--- src/rtl/uart_tx_if.sv ---
// uart_tx_if: store-side handshake between the memory unit and the UART
// transmitter.
//   load_uart     : one-cycle request to send data_to_uart (memory unit -> UART)
//   data_to_uart  : byte to send, sampled when the request is accepted
//   uart_busy     : a frame is currently on the line (UART -> memory unit)
//   uart_done     : one-cycle pulse after the stop bit completes
// modport master : memory-unit side
// modport slave  : transmitter side
interface uart_tx_if #(
   parameter int DATA_BITS = 8
);
   logic                 load_uart;
   logic [DATA_BITS-1:0] data_to_uart;
   logic                 uart_busy;
   logic                 uart_done;

   modport master (
      output load_uart,
      output data_to_uart,
      input  uart_busy,
      input  uart_done
   );

   modport slave (
      input  load_uart,
      input  data_to_uart,
      output uart_busy,
      output uart_done
   );
endinterface

--- src/rtl/uart_tx.sv ---
// uart_tx: 8N1 UART transmitter. Sends one byte per accepted request as
// start bit, DATA_BITS data bits (LSB first) and one stop bit. Each bit lasts
// CLKS_PER_BIT clocks. There is no queueing: a request is taken only in IDLE.
// After the stop bit, a single DONE cycle pulses uart_done. This guarantees
// at least one idle cycle before the next frame can be accepted.
// Ports:
//   clk  : system clock
//   rst  : synchronous reset, active-high
//   bus  : uart_tx_if slave (load_uart, data_to_uart in; uart_busy, uart_done out)
//   tx   : serial output, idle high
// All outputs come straight from flops.
//
// state | meaning
// ------+-----------------------------------------------------------
// IDLE  | line high, waiting for load_uart
// START | start bit (tx low) for CLKS_PER_BIT cycles
// DATA  | data bit [bit_idx], LSB first, CLKS_PER_BIT cycles each
// STOP  | stop bit (tx high), busy still asserted
// DONE  | single cycle: busy low, done pulse, requests ignored
module uart_tx #(
   parameter int CLKS_PER_BIT = 434,
   parameter int DATA_BITS    = 8
) (
   input  logic      clk,
   input  logic      rst,
   uart_tx_if.slave  bus,
   output logic      tx
);

   localparam int CW = (CLKS_PER_BIT > 1) ? $clog2(CLKS_PER_BIT) : 1;
   localparam int IW = (DATA_BITS > 1) ? $clog2(DATA_BITS) : 1;
   localparam logic [CW-1:0] CNT_LAST = CW'(CLKS_PER_BIT - 1);
   localparam logic [IW-1:0] IDX_LAST = IW'(DATA_BITS - 1);

   typedef enum logic [2:0] {
      S_IDLE,
      S_START,
      S_DATA,
      S_STOP,
      S_DONE
   } state_t;

   state_t               state_q, state_d;
   logic [CW-1:0]        cnt_q, cnt_d;
   logic [IW-1:0]        idx_q, idx_d;
   logic [DATA_BITS-1:0] shift_q, shift_d;
   logic                 tx_q, tx_d;
   logic                 busy_q, busy_d;
   logic                 done_q, done_d;

   logic                 bit_end;
   logic [IW-1:0]        idx_inc;

   assign bit_end = (cnt_q == CNT_LAST);
   assign idx_inc = idx_q + IW'(1);

   // tx is registered, so the level for the next bit is chosen one cycle
   // early, at the bit boundary, from the state being entered.
   always_comb begin
      state_d = state_q;
      cnt_d   = cnt_q;
      idx_d   = idx_q;
      shift_d = shift_q;
      tx_d    = tx_q;
      busy_d  = busy_q;
      done_d  = 1'b0;

      case (state_q)
         S_IDLE: begin
            tx_d   = 1'b1;
            busy_d = 1'b0;
            if (bus.load_uart) begin
               shift_d = bus.data_to_uart;
               cnt_d   = '0;
               idx_d   = '0;
               state_d = S_START;
               tx_d    = 1'b0;
               busy_d  = 1'b1;
            end
         end

         S_START: begin
            if (bit_end) begin
               cnt_d   = '0;
               idx_d   = '0;
               state_d = S_DATA;
               tx_d    = shift_q[0];
            end else begin
               cnt_d = cnt_q + CW'(1);
            end
         end

         S_DATA: begin
            if (bit_end) begin
               cnt_d = '0;
               if (idx_q == IDX_LAST) begin
                  state_d = S_STOP;
                  tx_d    = 1'b1;
               end else begin
                  idx_d = idx_inc;
                  tx_d  = shift_q[idx_inc];
               end
            end else begin
               cnt_d = cnt_q + CW'(1);
            end
         end

         S_STOP: begin
            if (bit_end) begin
               cnt_d   = '0;
               state_d = S_DONE;
               tx_d    = 1'b1;
               busy_d  = 1'b0;
               done_d  = 1'b1;
            end else begin
               cnt_d = cnt_q + CW'(1);
            end
         end

         S_DONE: begin
            // Requests here are dropped on purpose; the memory unit only
            // issues loads when neither busy nor done is set.
            state_d = S_IDLE;
            cnt_d   = '0;
            tx_d    = 1'b1;
            busy_d  = 1'b0;
         end

         default: begin
            state_d = S_IDLE;
            cnt_d   = '0;
            idx_d   = '0;
            tx_d    = 1'b1;
            busy_d  = 1'b0;
         end
      endcase
   end

   always_ff @(posedge clk) begin
      if (rst) begin
         state_q <= S_IDLE;
         cnt_q   <= '0;
         idx_q   <= '0;
         shift_q <= '0;
         tx_q    <= 1'b1;
         busy_q  <= 1'b0;
         done_q  <= 1'b0;
      end else begin
         state_q <= state_d;
         cnt_q   <= cnt_d;
         idx_q   <= idx_d;
         shift_q <= shift_d;
         tx_q    <= tx_d;
         busy_q  <= busy_d;
         done_q  <= done_d;
      end
   end

   assign tx            = tx_q;
   assign bus.uart_busy = busy_q;
   assign bus.uart_done = done_q;

endmodule

--- src/flat_wrapper.sv ---
// flat-port wrapper written by rule: the top's interface ports become plain ports
module uart_tx_flat 
#(
   parameter int CLKS_PER_BIT = 434,
   parameter int DATA_BITS    = 8
)
  (clk, rst, tx, bus_load_uart, bus_data_to_uart, bus_uart_busy, bus_uart_done);
  uart_tx_if #(.DATA_BITS(DATA_BITS)) bus_i ();
  input  logic clk;
  input  logic rst;
  output logic tx;
  input wire logic [$bits(bus_i.load_uart)-1:0] bus_load_uart;
  input wire logic [$bits(bus_i.data_to_uart)-1:0] bus_data_to_uart;
  output wire logic [$bits(bus_i.uart_busy)-1:0] bus_uart_busy;
  output wire logic [$bits(bus_i.uart_done)-1:0] bus_uart_done;
  assign bus_i.load_uart = bus_load_uart;
  assign bus_i.data_to_uart = bus_data_to_uart;
  assign bus_uart_busy = bus_i.uart_busy;
  assign bus_uart_done = bus_i.uart_done;
  uart_tx #(.CLKS_PER_BIT(CLKS_PER_BIT), .DATA_BITS(DATA_BITS)) u_core (.clk(clk), .rst(rst), .bus(bus_i), .tx(tx));
endmodule
--- config.mk ---
export PLATFORM = sky130hd
export DESIGN_NAME = uart_tx_flat
export DESIGN_NICKNAME = d
export VERILOG_FILES = /design/src/rtl/uart_tx_if.sv /design/src/rtl/uart_tx.sv /design/src/flat_wrapper.sv
export SDC_FILE = /design/constraint.sdc
export NUM_CORES = 1
export LEC_CHECK = 0
export CELL_PAD_IN_SITES_DETAIL_PLACEMENT = 2
export CELL_PAD_IN_SITES_GLOBAL_PLACEMENT = 2
export CORE_MARGIN = 8
export CORE_UTILIZATION = 30
export CTS_CLUSTER_DIAMETER = 120
export CTS_CLUSTER_SIZE = 28
export DETAILED_ROUTE_END_ITERATION = 10
export GPL_TIMING_DRIVEN = 0
export PLACE_DENSITY_LB_ADDON = 0.1
export SLEW_MARGIN = 25
export SYNTH_ARGS = -nofsm -noshare
export SYNTH_HDL_FRONTEND = slang
export SYNTH_SLANG_ARGS = --single-unit
--- constraint.sdc ---
create_clock -name clk -period 1.9 [get_ports clk]
set_input_delay 0.57 -clock clk [delete_from_list [all_inputs] [get_ports clk]]
set_output_delay 0.57 -clock clk [all_outputs]
set_load 0.01 [all_outputs]
==> results of run 1 <==
==> worst register-to-register path, cell delays in order (launching register included) <==
cell and delay, ns:
dfxtp_4 0.37, ha_4 0.16, ha_4 0.27, mux4_2 0.30
or3b_4 0.38, o311ai_2 0.09, a22oi_1 0.13
==> layout by cell type, fill, tap and decap left out, types with 4 or more instances in the layout <==
cell,count
a21oi_1,13
nor3_1,4
clkdlybuf4s50_1,11
dfxtp_1,24
xnor2_1,5
xor2_1,4
nand2_1,24
nand3_1,4
nor2_1,18
o21ai_1,5
==> stage by stage <==
step	cell area (um2)	total power, W	instances
detailed placement	1430	0.000762	207
global placement	1430	0.000753	207
floorplan	1250	0.000694	145
CTS	1530	0.00123	211
finish	1570	0.00122	213
global route	1570	0.00129	213
==> how the worst max path moves through the flow <==
stage                     slack (ns)       startpoint                end
after floorplan                 0.09  u_core.idx_q[0]          u_core.tx
after global placement         -0.31    bus_load_uart  u_core.state_q[0]
after detailed placement       -0.36    bus_load_uart    u_core.cnt_q[6]
after CTS                      -0.02  u_core.idx_q[0]          u_core.tx
after global routing           0.006  u_core.idx_q[0]          u_core.tx
final                           0.08  u_core.idx_q[0]          u_core.tx
==> timing repair <==
action,in CTS,in global routing
endpoints found under the hold margin,0,0
endpoints found under the setup margin,7,12
hold buffers,0,0
pin swaps,0,4
resized for setup,5,6
setup buffers,0,2
==> layer usage <==
layer	up-vias	wire, um	GRT usage (%)
met4	0	17	2.73
met2	14	1610	18.6
met1	529	1720	15.0
met3	2	100	2.34
met5	-	0	0
li1	547	-	-
==> cell type report <==
cell class	count	area, um2	area share, %
multi-input cells	110	717	45.7
clock buffers	3	41.3	2.63
repair buffers	14	134	8.53
inverters	1	3.75	0.239
plain buffers	8	55.1	3.51
well taps	50	62.6	3.99
clock inverters	1	30.0	1.91
flip-flops and latches	26	526	33.5
==> logic make-up after synthesis <==
group           after synthesis  synth area share [%]
buf+inv                       9                  4.40
mux                           2                  3.60
fa+ha+maj                     4                  4.00
simple gates                 65                  24.8
xor+xnor                      9                  6.31
compound gates               30                  15.2
flops                        26                  41.6
==> sequential cells by signal (all words and copies together) (netlist names) <==
signal,cells
u_core.shift_q,8
u_core.tx,1
u_core.bus.uart_done,1
u_core.idx_q,3
u_core.cnt_q,9
u_core.state_q,3
u_core.bus.uart_busy,1
==> power groups by stage <==
stage	combinational (W)	clock, W	sequential, W
6_report	0.000166	0.000470	0.000585
5_1_grt	0.000186	0.000509	0.000590
4_1_cts	0.000164	0.000482	0.000587
3_5_place_dp	0.000162	0	0.000600
3_3_place_gp	0.000155	0	0.000598
2_1_floorplan	0.0000975	0	0.000596
==> flow_metrics.env, run 1 <==
export IMPL_ys_seq_elements=26
export IMPL_min_from="u_core.shift_q[5]"
export IMPL_synth_top_flop_cell="dfxtp_1"
export IMPL_fin_ws_ns=0.0847
export IMPL_place_congestion=0.768
export IMPL_drive_above_1_share_pct=12.3
export IMPL_fillCellCount=452
export IMPL_cpPeakStageDelay_ns=0.38
export IMPL_num_rows=23
export IMPL_drv_slew=0
export IMPL_cts_clk_slew_worst_paths_ns=0.10
export IMPL_crit_top_cell="ha_4"
export IMPL_peakVddDrop_mv=0.266
export IMPL_clkPwrFrac_pct=38.5
export IMPL_cp_buffers_inverters=0
export IMPL_antenna_found_initial=0
export IMPL_hold_violations=0
export IMPL_grt_overflow=0
export IMPL_powerDensity_mw_per_mm2=778
export IMPL_crit_type="reg2reg"
export IMPL_initial_utilization_pct=31.2
export IMPL_holdWs_ns=0.467
export IMPL_setup_tns_ns=0
export IMPL_p_int_w=0.000926
export IMPL_critical_path_arrival_ns=1.98
export IMPL_hold_path_depth=2
export IMPL_period_minus_slack_ns=1.82
export IMPL_finalSetupViolations=0
export IMPL_cts_tree="built"
export IMPL_synth_edf_count=0
export IMPL_synth_area_leader_cell="dfxtp_1"
export IMPL_clock_sinks=26
export IMPL_max_cap_violations=0
export IMPL_max_freq_mhz=551
export IMPL_fin_crit_sh_pct=95.5
export IMPL_grt_pass1_vias=1164
export IMPL_dieArea_mm2=0.00649
export IMPL_synth_top_area_share_pct=41.6
export IMPL_ant_nets=0
export IMPL_synthArstFlopShare_pct=0
export IMPL_r2r_start="u_core.idx_q[0]"
export IMPL_synth_most_common_cell="dfxtp_1"
export IMPL_grt_max_degree=16
export IMPL_netlist_area_mm2=0.00125
export IMPL_utilization_pct=39.2
export IMPL_seqPwrFrac_pct=47.9
export IMPL_clockBufferDepth=2
export IMPL_critical_path_required_ns=2.06
export IMPL_cp_max_fo=3
export IMPL_syn_area_per_cell_um2=8.62
export IMPL_min_to="u_core.shift_q[5]"
export IMPL_slew_limit_headroom_pct=66.5
export IMPL_crit_cells=6
export IMPL_drt_wl_total_mm=3.45
export IMPL_start_kind="flop"
export IMPL_nets=179
export IMPL_place_hpwl_mm=2.55
export IMPL_syn_nets=160
export IMPL_cp_top_family="adder cells"
export IMPL_ios=14
export IMPL_cts_root_buf="clkbuf_8"
export IMPL_netlist_top_cells_area="dfxtp_1 42%, nand2_1 7.2%, nor2_1 5.4%, a21oi_1 5.2%, ha_1 4.0%"
export IMPL_hp_class="reg2reg"
export IMPL_numCtsBuffers=3
export IMPL_end_kind="flop"
export IMPL_worst_pin_slew_ns=0.499
export IMPL_path_cells="ha_4 -> ha_4 -> mux4_2 -> or3b_4 -> o311ai_2 -> a22oi_1"
export IMPL_grt_first_pass_wirelength_mm=5.94
export IMPL_critPathSlowestCell="or3b_4"
export IMPL_viasPerCell=5.13
export IMPL_first_pass_iters=4
export IMPL_synth_commonest_cells="26 x dfxtp_1, 24 x nand2_1, 18 x nor2_1"
export IMPL_place_ws_ns=-0.363
export IMPL_post_route_drc_count=0
export IMPL_status="finished, final reports clean"
export IMPL_ff2ff_path_depth=6
export IMPL_r2r_slack_ns=0.08
export IMPL_timing_rr_end="u_core.tx"
export IMPL_power_frac_comb_pct=13.6
export IMPL_area_growth_pct=25.5
export IMPL_port_buffers=12
export IMPL_synth_seq_area_share_pct=41.6
export IMPL_drtIter0Drc=36
export IMPL_worstSkewPairLatency_ns=0.28
export IMPL_wl_per_cell_um=16.2
export IMPL_dieWidth_um=80.6
export IMPL_power_switching_share_pct=24.1
export IMPL_fp_coreArea_mm2=0.00400
export IMPL_p_sw_w=0.000295
export IMPL_synth_distinct_cells=38
export IMPL_via_count=1092
export IMPL_diodes=0
export IMPL_syn_inst=145
export IMPL_die_h_um=80.6
export IMPL_finalClockSkew_ns=0.0112
export IMPL_track_usage_pct=11.5
export IMPL_cts_max_level=1
export IMPL_leakage_nw=0.552
export IMPL_yosysWarnings=0
export IMPL_rsz0062_at_grt="false"
(Power assumes the default switching activity.)
==> run 2, diff against run 1 <==
CORE_MARGIN = 1.5   (was 8)
==> run 2 against run 1 <==
Against the previous run:
- sequential power barely moved
- register-to-register slack got worse by 0.03 ns
- clock skew fell by 0.0089 ns
- global-route usage rose by 5.0 points
- sequential cell count did not move
- cell area fell by 1.9%
- largest cell class unchanged
==> flow_metrics.env, run 2 (synthesis results as in run 1) <==
export IMPL_slew_limit_headroom_pct=64.9
export IMPL_peakVddDrop_mv=0.262
export IMPL_hold_path_depth=2
export IMPL_holdWs_ns=0.465
export IMPL_first_pass_iters=2
export IMPL_dieArea_mm2=0.00456
export IMPL_nets=179
export IMPL_post_route_drc_count=0
export IMPL_utilization_pct=38.5
export IMPL_powerDensity_mw_per_mm2=690
export IMPL_worst_pin_slew_ns=0.522
export IMPL_setup_tns_ns=0
export IMPL_end_kind="flop"
export IMPL_finalSetupViolations=0
export IMPL_grt_first_pass_wirelength_mm=5.69
export IMPL_largest_register_ffs=9
export IMPL_antenna_found_initial=0
export IMPL_period_minus_slack_ns=1.84
export IMPL_grt_pass1_vias=1189
export IMPL_most_common_layout_cells="24 x nand2_1, 24 x dfxtp_1, 18 x nor2_1"
export IMPL_ff2ff_path_depth=6
export IMPL_ios=14
export IMPL_hold_violations=0
export IMPL_timing_rr_end="u_core.tx"
export IMPL_drtIter0Drc=33
export IMPL_ant_nets=0
export IMPL_cts_clk_slew_worst_paths_ns=0.09
export IMPL_grt_overflow=0
export IMPL_drv_slew=0
export IMPL_num_rows=23
export IMPL_clockBufferDepth=2
export IMPL_fin_crit_sh_pct=96.9
export IMPL_min_from="u_core.shift_q[2]"
export IMPL_drive_above_1_share_pct=11.7
export IMPL_power_total_w=0.00106
export IMPL_top_register="u_core.cnt_q"
export IMPL_worstSkewPairLatency_ns=0.27
export IMPL_clock_sinks=26
export IMPL_drt_wl_total_mm=3.26
export IMPL_crit_type="reg2reg"
export IMPL_cts_max_level=1
export IMPL_cts_root_buf="clkbuf_8"
export IMPL_place_congestion=0.745
export IMPL_diodes=0
export IMPL_min_to="u_core.shift_q[2]"
export IMPL_leakage_nw=0.537
export IMPL_r2r_start="u_core.idx_q[0]"
export IMPL_status="finished, final reports clean"
export IMPL_viasPerCell=5.20
export IMPL_max_freq_mhz=543
export IMPL_cts_tree="built"
export IMPL_finalClockSkew_ns=0.00230
export IMPL_port_buffers=12
export IMPL_start_kind="flop"
export IMPL_cp_max_fo=4
export IMPL_initial_utilization_pct=31.2
export IMPL_fillCellCount=472
export IMPL_dieWidth_um=67.6
export IMPL_max_cap_violations=0
export IMPL_critical_path_arrival_ns=1.99
export IMPL_via_count=1102
export IMPL_track_usage_pct=16.4
export IMPL_grt_max_degree=14
export IMPL_numCtsBuffers=3
export IMPL_wl_per_cell_um=15.4
export IMPL_hp_class="reg2reg"
export IMPL_rsz0062_at_grt="true"
export IMPL_die_h_um=67.6
export IMPL_place_hpwl_mm=2.49
export IMPL_critical_path_required_ns=2.05
export IMPL_r2r_slack_ns=0.06
export IMPL_fp_coreArea_mm2=0.00400
export IMPL_area_growth_pct=23.1
export IMPL_reg_top3="u_core.cnt_q: 9 flops, u_core.shift_q: 8 flops"
[run 2: cell type report]
class | instances | area [um2] | area share, %
flip-flops and latches | 26 | 526 | 34.1
well taps | 50 | 62.6 | 4.07
multi-input cells | 110 | 717 | 46.6
plain buffers | 8 | 55.1 | 3.58
inverters | 1 | 3.75 | 0.244
clock buffers | 3 | 41.3 | 2.68
repair buffers | 14 | 134 | 8.70
[run 2: what timing repair did]
item | 4_1_cts | 5_1_grt
setup endpoints to repair | 7 | 11
pin swaps | 0 | 7
hold buffers | 0 | 0
buffers inserted | 0 | 2
resized for setup | 6 | 5
[run 2: layer usage]
metal	GRT usage [%]	vias up	wire length [um]
met4	4.59	0	21
met1	22.3	545	1610
met3	2.50	2	62
met5	0	-	0
met2	27.0	11	1570
li1	-	544	-
[run 2: how the worst max path moves through the flow]
| stage | slack, ns | start | cells after the start | endpoint |
|---|---|---|---|---|
| final | 0.06 | u_core.idx_q[0] | 6 | u_core.tx |
| after CTS | -0.009 | u_core.idx_q[0] | 6 | u_core.tx |
| after detailed placement | -0.33 | bus_load_uart | 5 | u_core.idx_q[0] |
| after global placement | -0.30 | bus_load_uart | 6 | u_core.state_q[0] |
| after floorplan | 0.09 | u_core.idx_q[0] | 5 | u_core.tx |
| after global routing | 0.0005 | u_core.idx_q[0] | 6 | u_core.tx |
[run 2: stage by stage]
| stage | worst slack (ns) | cell area, um2 | std cells |
|---|---|---|---|
| 2_1_floorplan | 0.0946 | 1250 | 145 |
| 3_3_place_gp | -0.303 | 1430 | 207 |
| 3_5_place_dp | -0.334 | 1430 | 207 |
| 4_1_cts | -0.00924 | 1510 | 210 |
| 5_1_grt | 0.000457 | 1540 | 212 |
| 6_report | 0.0592 | 1540 | 212 |
[run 2: power by group]
group / internal (W) / switching [W] / leakage, nW / total [W]
clock network: 0.000142 / 0.000171 / 0.0216 / 0.000313
logic: 0.0000765 / 0.0000883 / 0.303 / 0.000165
registers: 0.000568 / 0.0000167 / 0.213 / 0.000584
[run 2: critical path, stage by stage, from the launching register on]
cell and delay (ns):
dfxtp_4 0.37, ha_4 0.16, ha_4 0.28, mux4_2 0.30, or3b_4 0.41, o311ai_2 0.09
a22oi_1 0.13
==> run 3, diff against run 2 <==
HOLD_SLACK_MARGIN = 0.03   (was not set)
==> results of run 3 <==
Same layout as run 2: the final DEF is identical, and so are final timing and power.
